[config.mk]
export PLATFORM = sky130hd
export DESIGN_NAME = uart_tx_arbiter_flat
export DESIGN_NICKNAME = d
export VERILOG_FILES = /design/src/rtl/uart_tx_arbiter_pkg.sv /design/src/rtl/uart_tx_arbiter_if.sv /design/src/rtl/uart_tx_arbiter_rr_pick.sv /design/src/rtl/uart_tx_arbiter.sv /design/src/flat_wrapper.sv
export SDC_FILE = /design/constraint.sdc
export NUM_CORES = 1
export LEC_CHECK = 0
export CORE_MARGIN = 4
export CORE_UTILIZATION = 40
export DETAILED_ROUTE_END_ITERATION = 8
export GPL_ROUTABILITY_DRIVEN = 0
export PLACE_DENSITY = 0.66
export SYNTH_ARGS = -nofsm -noshare
export SYNTH_HDL_FRONTEND = slang
export SYNTH_SLANG_ARGS = --single-unit
export TNS_END_PERCENT = 1
[constraint.sdc]
create_clock -name clk -period 6.6 [get_ports clk]
set_input_delay 1.65 -clock clk [delete_from_list [all_inputs] [get_ports clk]]
set_output_delay 1.65 -clock clk [all_outputs]
set_load 0.01 [all_outputs]
[src/rtl/uart_tx_arbiter_pkg.sv]
// uart_tx_pkg: shared types and limits for the UART transmit arbiter
package uart_tx_pkg;
  typedef enum logic {IDLE, WAIT} state_t;
  localparam int DATA_WIDTH_DEF = 32;
  localparam int N_CH_MIN = 2;
  localparam int N_CH_MAX = 8;
endpackage

[src/rtl/uart_tx_arbiter_if.sv]
// uart_tx_arbiter_if: requester channels plus multi-byte sender handshake
interface uart_tx_arbiter_if #(
  parameter int N_CH = 4,
  parameter int DATA_WIDTH = uart_tx_pkg::DATA_WIDTH_DEF
);
  localparam int IW = $clog2(N_CH);
  logic [N_CH-1:0] ch_req;
  logic [N_CH*DATA_WIDTH-1:0] ch_data;
  logic [N_CH-1:0] ch_busy;
  logic [N_CH-1:0] ch_done;
  logic [N_CH-1:0] ch_err;
  logic mb_send_en;
  logic [DATA_WIDTH-1:0] mb_data;
  logic mb_tx_done;
  logic [IW-1:0] active_ch;
  logic active;
  modport master(
    output ch_req, ch_data, mb_tx_done,
    input ch_busy, ch_done, ch_err, mb_send_en, mb_data, active_ch, active
  );
  modport slave(
    input ch_req, ch_data, mb_tx_done,
    output ch_busy, ch_done, ch_err, mb_send_en, mb_data, active_ch, active
  );
endinterface

[src/rtl/uart_tx_arbiter_rr_pick.sv]
// rr_pick: first pending index at or above rr_ptr, wrapping modulo N_CH
module rr_pick #(
  parameter int N_CH = 4,
  localparam int IW = $clog2(N_CH)
) (
  input  logic [N_CH-1:0] pending,
  input  logic [IW-1:0]   rr_ptr,
  output logic            grant_valid,
  output logic [IW-1:0]   grant_idx
);
  logic [IW-1:0] j;
  // scan from the farthest offset down so the nearest pending index wins last
  always_comb begin
    grant_valid = 1'b0;
    grant_idx = '0;
    j = '0;
    for (int k = N_CH - 1; k >= 0; k--) begin
      j = IW'((int'(rr_ptr) + k) % N_CH);
      if (pending[j]) begin
        grant_valid = 1'b1;
        grant_idx = j;
      end
    end
  end
endmodule

[src/rtl/uart_tx_arbiter.sv]
// uart_tx_arbiter: round-robin sharing of one multi-byte UART sender among N_CH requesters
module uart_tx_arbiter
  import uart_tx_pkg::*;
#(
  parameter int N_CH = 4,
  parameter int DATA_WIDTH = DATA_WIDTH_DEF,
  parameter int TIMEOUT = 1_000_000
) (
  input logic clk,
  input logic rst,
  uart_tx_arbiter_if.slave bus
);
  localparam int IW = $clog2(N_CH);
  localparam int CW = TIMEOUT > 0 ? $clog2(TIMEOUT + 1) : 1;
  localparam logic [CW-1:0] CMAX = '1;
  localparam logic [CW-1:0] TLAST = CW'(TIMEOUT > 0 ? TIMEOUT - 1 : 0);
  state_t state;
  logic [N_CH-1:0] pending;
  logic [DATA_WIDTH-1:0] hold [N_CH];
  logic [IW-1:0] rr_ptr;
  logic [CW-1:0] cnt;
  logic grant_valid;
  logic [IW-1:0] grant_idx;
  logic [N_CH-1:0] accept;
  logic [N_CH-1:0] finish;
  logic done_hit;
  logic to_hit;
  rr_pick #(.N_CH(N_CH)) u_pick (
    .pending(pending),
    .rr_ptr(rr_ptr),
    .grant_valid(grant_valid),
    .grant_idx(grant_idx)
  );
  assign accept = bus.ch_req & ~pending;
  assign done_hit = state == WAIT && bus.mb_tx_done;
  assign to_hit = state == WAIT && !bus.mb_tx_done && TIMEOUT != 0 && cnt == TLAST;
  assign finish = (done_hit || to_hit) ? N_CH'(1) << bus.active_ch : '0;
  assign bus.ch_busy = pending;
  assign bus.active = state == WAIT;
  // latch a channel's word only when it is not already holding one
  always_ff @(posedge clk)
    for (int i = 0; i < N_CH; i++)
      if (accept[i]) hold[i] <= bus.ch_data[i*DATA_WIDTH +: DATA_WIDTH];
  // grant/wait sequencer with completion and timeout reporting
  always_ff @(posedge clk or posedge rst)
    if (rst) begin
      state <= IDLE;
      pending <= '0;
      rr_ptr <= '0;
      cnt <= '0;
      bus.mb_send_en <= 1'b0;
      bus.mb_data <= '0;
      bus.active_ch <= '0;
      bus.ch_done <= '0;
      bus.ch_err <= '0;
    end else begin
      pending <= (pending | accept) & ~finish;
      bus.ch_done <= done_hit ? finish : '0;
      bus.ch_err <= to_hit ? finish : '0;
      bus.mb_send_en <= 1'b0;
      if (state == IDLE && grant_valid) begin
        state <= WAIT;
        bus.mb_data <= hold[grant_idx];
        bus.mb_send_en <= 1'b1;
        bus.active_ch <= grant_idx;
        rr_ptr <= grant_idx == IW'(N_CH - 1) ? '0 : grant_idx + 1'b1;
        cnt <= '0;
      end else if (state == WAIT) begin
        cnt <= cnt == CMAX ? cnt : cnt + 1'b1;
        if (done_hit || to_hit) state <= IDLE;
      end
    end
endmodule

[src/flat_wrapper.sv]
// flat-port wrapper written by rule: the top's interface ports become plain ports
module uart_tx_arbiter_flat import uart_tx_pkg::*;
#(
  parameter int N_CH = 4,
  parameter int DATA_WIDTH = DATA_WIDTH_DEF,
  parameter int TIMEOUT = 1_000_000
)
  (clk, rst, bus_ch_req, bus_ch_data, bus_mb_tx_done, bus_ch_busy, bus_ch_done, bus_ch_err, bus_mb_send_en, bus_mb_data, bus_active_ch, bus_active);
  uart_tx_arbiter_if #(.N_CH(N_CH), .DATA_WIDTH(DATA_WIDTH)) bus_i ();
  input logic clk;
  input logic rst;
  input wire logic [$bits(bus_i.ch_req)-1:0] bus_ch_req;
  input wire logic [$bits(bus_i.ch_data)-1:0] bus_ch_data;
  input wire logic [$bits(bus_i.mb_tx_done)-1:0] bus_mb_tx_done;
  output wire logic [$bits(bus_i.ch_busy)-1:0] bus_ch_busy;
  output wire logic [$bits(bus_i.ch_done)-1:0] bus_ch_done;
  output wire logic [$bits(bus_i.ch_err)-1:0] bus_ch_err;
  output wire logic [$bits(bus_i.mb_send_en)-1:0] bus_mb_send_en;
  output wire logic [$bits(bus_i.mb_data)-1:0] bus_mb_data;
  output wire logic [$bits(bus_i.active_ch)-1:0] bus_active_ch;
  output wire logic [$bits(bus_i.active)-1:0] bus_active;
  assign bus_i.ch_req = bus_ch_req;
  assign bus_i.ch_data = bus_ch_data;
  assign bus_i.mb_tx_done = bus_mb_tx_done;
  assign bus_ch_busy = bus_i.ch_busy;
  assign bus_ch_done = bus_i.ch_done;
  assign bus_ch_err = bus_i.ch_err;
  assign bus_mb_send_en = bus_i.mb_send_en;
  assign bus_mb_data = bus_i.mb_data;
  assign bus_active_ch = bus_i.active_ch;
  assign bus_active = bus_i.active;
  uart_tx_arbiter #(.N_CH(N_CH), .DATA_WIDTH(DATA_WIDTH), .TIMEOUT(TIMEOUT)) u_core (.clk(clk), .rst(rst), .bus(bus_i));
endmodule
==> flow_summary.json, run 1 <==
{
  "portBuffers": 182,
  "n_antenna_cell": 0,
  "setup_tns_ns": 0,
  "slowest_delay_ns": 0.65,
  "worstHoldStart": "u_core.bus.mb_data[3]",
  "drive_above_1_share": 0.08727,
  "setup_viol": 0,
  "p_switching_mw": 1.406,
  "nets": 822,
  "coreArea_sq_um": 18890,
  "final_common_cell": "clkdlybuf4s50_1",
  "synth-seq-cells": 198,
  "hold_depth": 2,
  "wl_per_cell_um": 19.34,
  "skew_ns": 0.01152,
  "drt_iter0_markers": 454,
  "synthTopCellsByArea": "edfxtp_1 50%, dfrtp_1 23%, mux2i_1 8.4%, o221ai_1 3.6%, nand2_1 2.6%",
  "first_pass_iters": 7,
  "antenna_left": 0,
  "drt-vias-per-instance": 5.210,
  "grt_pass1_wl_mm": 28.79,
  "total_power_mw": 4.198,
  "rsz0062_at_grt": "no",
  "grt_use_total": 0.1717,
  "intPower_mw": 2.792,
  "yosysUniqueCellTypes": 53,
  "path_buf_inv": 1,
  "cp_data_arrival_time_ns": 1.68,
  "ys_warn_count": 0,
  "finalCritPeriodShare": 0.5042,
  "ctsLongestPathBuffers": 2,
  "p_comb_frac": 0.334,
  "mostFrequentLayoutCells": "182 x clkdlybuf4s50_1, 128 x edfxtp_1, 70 x dfrtp_1",
  "seq_power_share": 0.418,
  "drc": 0,
  "antenna_found_initial": 0,
  "p_clk_frac": 0.248,
  "report.final.slew_viol_count": 0,
  "crit_required_ns": 4.95,
  "cts_resized": 0,
  "h-tree-depth": 4,
  "grt_overflow": 0,
  "ioPinCount": 183,
  "hold-worst-slack_ns": 0.4973,
  "crit_family": "buffers and inverters",
  "synth_fp_nets": 640,
  "routed_wl_mm": 18.55,
  "tightest_slew_ns": 1.134,
  "startpoint_type": "flop",
  "synth.avg_cell_area_sq_um": 15.40,
  "yosys.area.top_type": "edfxtp_1",
  "min_to": "u_core.bus.mb_data[3]",
  "synth_top_flop_cell": "edfxtp_1",
  "hp-class": "flop to flop",
  "maxCapViolations": 0,
  "reg2reg_depth": 6,
  "clk_pin_slew_worst_paths_ns": 0.07,
  "power_leakage_nw": 3.908,
  "cts.root.buffer_cell": "clkbuf_16",
  "finalWorstPathRequiredPeriod_ns": 3.328,
  "synthArstFlopShare": 0.3535,
  "reg2reg_to": "u_core.bus.mb_data[12]",
  "clock_sink_count": 198,
  "ys_seq_area_frac": 0.7208,
  "vdd_drop_max_uv": 246.2,
  "criticalPathCategory": "flop to output port",
  "endpoint_kind": "output port",
  "p_per_area_nw_per_um2": 403.5,
  "die_w_um": 147.3,
  "cp_max_fo": 8,
  "fin_util": 0.5507,
  "die-area_sq_um": 21700,
  "final_area_sq_um": 10400,
  "n_fill_cell": 1562,
  "critPathSlowestCell": "clkdlybuf4s50_1",
  "dpl_cell_area_sq_um": 9801,
  "synth-edff-count": 128,
  "grt_max_degree": 71,
  "syn_area_sq_um": 7762,
  "clock_latency_ns": 0.43,
  "synth_top_area_frac": 0.4952,
  "sw_frac_of_total": 0.3350,
  "crit_chain": "clkdlybuf4s50_1",
  "status": "complete, no violations",
  "max_slew_margin": 0.2422,
  "netlist_instances": 504,
  "hpwl_mm": 12.72,
  "vias": 4996,
  "fmax_mhz": 300.5,
  "reg2reg_from": "u_core.bus.ch_busy[0]",
  "num_rows": 50,
  "cts_buffers": 17,
  "dieHeight_um": 147.3,
  "initial_core_util": 0.4109,
  "grt_pass1_vias": 5366,
  "cts_setup_buffers": 0,
  "finalHoldViolCount": 0,
  "ctsHoldBuffers": 0,
  "rrSetupSlack_ns": 3.61,
  "cts_tree": "yes",
  "syn2layout_area_growth_pct": 34.03
}
-- per-layer routing --
metal / wire length (um) / vias to the layer above / GRT usage
met2: 9256 / 231 / 0.2899
li1: - / 2285 / -
met4: 184 / 0 / 0.05172
met1: 7788 / 2465 / 0.2210
met3: 1319 / 15 / 0.04195
met5: 0 / - / 0
-- state kept, by name (all words and copies together), names as in the netlist --
register / flops
u_core.hold: 128
u_core.bus.mb_data: 32
u_core.cnt: 20
u_core.bus.ch_busy: 4
u_core.bus.ch_done: 4
u_core.bus.ch_err: 4
u_core.bus.active_ch: 2
u_core.rr_ptr: 2
u_core.bus.active: 1
u_core.bus.mb_send_en: 1
-- metrics by stage --
step           instances  setup slack [ns]
2_1_floorplan        504             3.078
3_3_place_gp         927             3.072
3_5_place_dp         927             3.056
4_1_cts              959             3.250
5_1_grt              959             3.202
6_report             959             3.272
-- power by group through the flow --
| stage | Sequential (mW) | Combinational, mW | Clock, mW |
|---|---|---|---|
| 6_report | 1.76 | 1.40 | 1.04 |
| 5_1_grt | 1.78 | 1.51 | 1.12 |
| 4_1_cts | 1.76 | 1.42 | 1.06 |
| 3_5_place_dp | 1.78 | 1.42 | 0 |
| 3_3_place_gp | 1.77 | 1.39 | 0 |
| 2_1_floorplan | 1.78 | 0.915 | 0 |
-- final cells by class --
class | instances | area (sq um) | share of cell area
repair buffers | 186 | 1852 | 0.1780
clock inverters | 15 | 177.7 | 0.01708
well taps | 260 | 325.3 | 0.03127
clock buffers | 17 | 425.4 | 0.04089
multi-input cells | 274 | 1993 | 0.1916
inverters | 9 | 35.03 | 0.003367
flip-flops and latches | 198 | 5595 | 0.5378
-- synthesized netlist by cell type (all sizes together) (3+ instances only) --
cell	number
or4	3
or3	4
nor2	28
a21o	3
a31oi	4
edfxtp	128
nand2	54
nor4	5
xnor2	6
buf	14
o221ai	32
o21ai	8
a21oi	6
inv	9
nor3	10
mux2i	65
dfrtp	70
nor2b	6
clkbuf	9
nand3	9
nand4	7
and4	4
-- kinds of logic (layout without fill, tap and decap cells) --
logic type                 count (synthesis)  after routing  share of synthesized area
DFF                                      198            198                     0.7208
adders and majority gates                  1              1                   0.001612
buffers and inverters                     32            227                    0.02660
AOI/OAI and AO/OA                         64             64                    0.06512
and+or+nand+nor                          136            136                    0.09301
xor gates and xnor gates                   8              8                   0.009027
muxes                                     65             65                    0.08382
-- how the worst max path moves through the flow --
stage	start	end	slack [ns]	cells past startpoint
global placement	bus_ch_req[3]	u_core.hold[3][29]	3.07	2
detailed placement	bus_ch_req[3]	u_core.hold[3][30]	3.06	2
CTS	u_core.bus.ch_busy[1]	bus_ch_busy[1]	3.25	1
global route	u_core.bus.ch_busy[1]	bus_ch_busy[1]	3.20	1
finish	u_core.bus.ch_busy[1]	bus_ch_busy[1]	3.27	1
floorplan	bus_ch_req[0]	u_core.hold[0][0]	3.08	1
Note: power is estimated with default switching activity, not from simulation.
==> inputs of run 2 (changes only) <==
--- a/config.mk
+++ b/config.mk
@@ -9,7 +9,7 @@
 export CORE_UTILIZATION = 40
 export DETAILED_ROUTE_END_ITERATION = 8
 export GPL_ROUTABILITY_DRIVEN = 0
-export PLACE_DENSITY = 0.66
+export PLACE_DENSITY = 0.69
 export SYNTH_ARGS = -nofsm -noshare
 export SYNTH_HDL_FRONTEND = slang
 export SYNTH_SLANG_ARGS = --single-unit
==> constraint.sdc (replaced) <==
create_clock -name clk -period 2.67 [get_ports clk]
set_input_delay 0.6675 -clock clk [delete_from_list [all_inputs] [get_ports clk]]
set_output_delay 0.6675 -clock clk [all_outputs]
set_load 0.01 [all_outputs]
==> flow_summary.json, run 2 (same netlist as run 1, synthesis figures left out) <==
{
  "slowest_delay_ns": 0.62,
  "dpl_cell_area_sq_um": 9941,
  "crit_family": "buffers and inverters",
  "grt_max_degree": 50,
  "drc": 0,
  "num_rows": 50,
  "report.final.slew_viol_count": 0,
  "largest_reg_flops": 128,
  "wl_met2_mm": 9.598,
  "final_common_cell": "clkdlybuf4s50_1",
  "initial_core_util": 0.4109,
  "reg_top3": "u_core.hold (128), u_core.bus.mb_data (32), u_core.cnt (20)",
  "syn2layout_area_growth_pct": 35.69,
  "cts_tree": "yes",
  "total_power_mw": 10.60,
  "status": "complete, no violations",
  "clock_latency_ns": 0.43,
  "setup_tns_ns": 0,
  "cts_resized": 0,
  "hp-class": "flop to flop",
  "criticalPathCategory": "flop to output port",
  "nets": 829,
  "cts_setup_buffers": 0,
  "cts_buffers": 17,
  "fin_util": 0.5575,
  "routed.top_layer": "met4",
  "tightest_slew_ns": 0.4964,
  "vias": 5013,
  "path_buf_inv": 1,
  "ioPinCount": 183,
  "final_area_sq_um": 10530,
  "finalWorstPathRequiredPeriod_ns": 2.257,
  "cp_data_arrival_time_ns": 1.59,
  "cts.root.buffer_cell": "clkbuf_16",
  "first_pass_iters": 5,
  "max_slew_margin": 0.6649,
  "fin_ws_ns": 0.4133,
  "crit_chain": "clkdlybuf4s50_1",
  "grt_pass1_vias": 5500,
  "n_antenna_cell": 0,
  "final_cells": 966,
  "endpoint_kind": "output port",
  "finalHoldViolCount": 0,
  "place_ws_ns": 0.3988,
  "critPathSlowestCell": "clkdlybuf4s50_1",
  "wl_per_cell_um": 19.93,
  "p_per_area_nw_per_um2": 1006,
  "grt_overflow": 0,
  "hpwl_mm": 13.23,
  "portBuffers": 182,
  "startpoint_type": "flop",
  "ctsHoldBuffers": 0,
  "grt_pass1_wl_mm": 30.28,
  "wl_met1_mm": 8.097,
  "finalCritPeriodShare": 0.8452,
  "skew_ns": 0.01572,
  "coreArea_sq_um": 18890,
  "met3_length_mm": 1.361,
  "hold-worst-slack_ns": 0.4915,
  "antenna_left": 0,
  "ctsLongestPathBuffers": 2,
  "die_w_um": 147.3,
  "grt_use_total": 0.1823,
  "drive_above_1_share": 0.09490,
  "place_inst": 934,
  "h-tree-depth": 4,
  "dieHeight_um": 147.3,
  "rsz0062_at_grt": "no",
  "clk_pin_slew_worst_paths_ns": 0.07,
  "vdd_drop_max_uv": 621.4,
  "maxCapViolations": 0,
  "clock_sink_count": 198,
  "top_register": "u_core.hold",
  "power_leakage_nw": 3.961,
  "drt_iter0_markers": 381,
  "drt-vias-per-instance": 5.189,
  "crit_required_ns": 2.00,
  "routed_wl_mm": 19.25,
  "mostFrequentLayoutCells": "182 x clkdlybuf4s50_1, 128 x edfxtp_1, 70 x dfrtp_1",
  "die-area_sq_um": 21700,
  "cp_max_fo": 7,
  "antenna_found_initial": 0,
  "fmax_mhz": 443.1,
  "setup_viol": 0
}
-- run 2: cell count changes in the layout (fill, tap and decap cells not counted), sizes merged --
cell / previous run / this run
clkinv: 4 / 3
buf: 4 / 11
inv: 17 / 15
bufinv: 1 / 2
clkbuf: 17 / 18
clkinvlp: 2 / 3
-- run 2: worst paths after layout --
check	from	end	slack [ns]	cells after the start
max	u_core.bus.ch_busy[3]	bus_ch_busy[3]	0.41	1
min	u_core.bus.mb_data[4]	u_core.bus.mb_data[4]	0.49	2
max reg2reg	u_core.bus.ch_busy[3]	u_core.bus.mb_data[8]	0.54	6
min reg2reg	u_core.bus.mb_data[4]	u_core.bus.mb_data[4]	0.49	2
max in group asynchronous	rst	u_core.bus.ch_done[3]	1.49	3
min in group asynchronous	rst	u_core.bus.mb_data[17]	0.56	2
-- run 2: layout make-up --
class,instances,area (sq um)
inverters,9,35.03
fillers,1530,8361
clock buffers,18,429.2
clock inverters,14,162.7
flip-flops and latches,198,5595
multi-input cells,274,1993
repair buffers,193,1992
well taps,260,325.3
-- run 2: where the power goes --
| part | switching, mW | total, mW | internal (mW) |
|---|---|---|---|
| Sequential | 0.419 | 4.33 | 3.91 |
| Combinational | 1.93 | 3.69 | 1.77 |
| Clock | 1.16 | 2.57 | 1.41 |
-- run 2: worst reg2reg max path, delay by kind of cell, from the launching register on --
kind / cells / cell delay [ns]
simple gates: 2 / 0.29
flops: 1 / 0.50
buf+inv: 2 / 0.55
compound gates: 2 / 0.63
-- run 2: metal layers --
| layer | global-route usage | vias to the layer above |
|---|---|---|
| met2 | 0.3044 | 216 |
| met3 | 0.04750 | 16 |
| li1 | - | 2300 |
| met4 | 0.05266 | 0 |
| met1 | 0.2364 | 2481 |
| met5 | 0 | - |
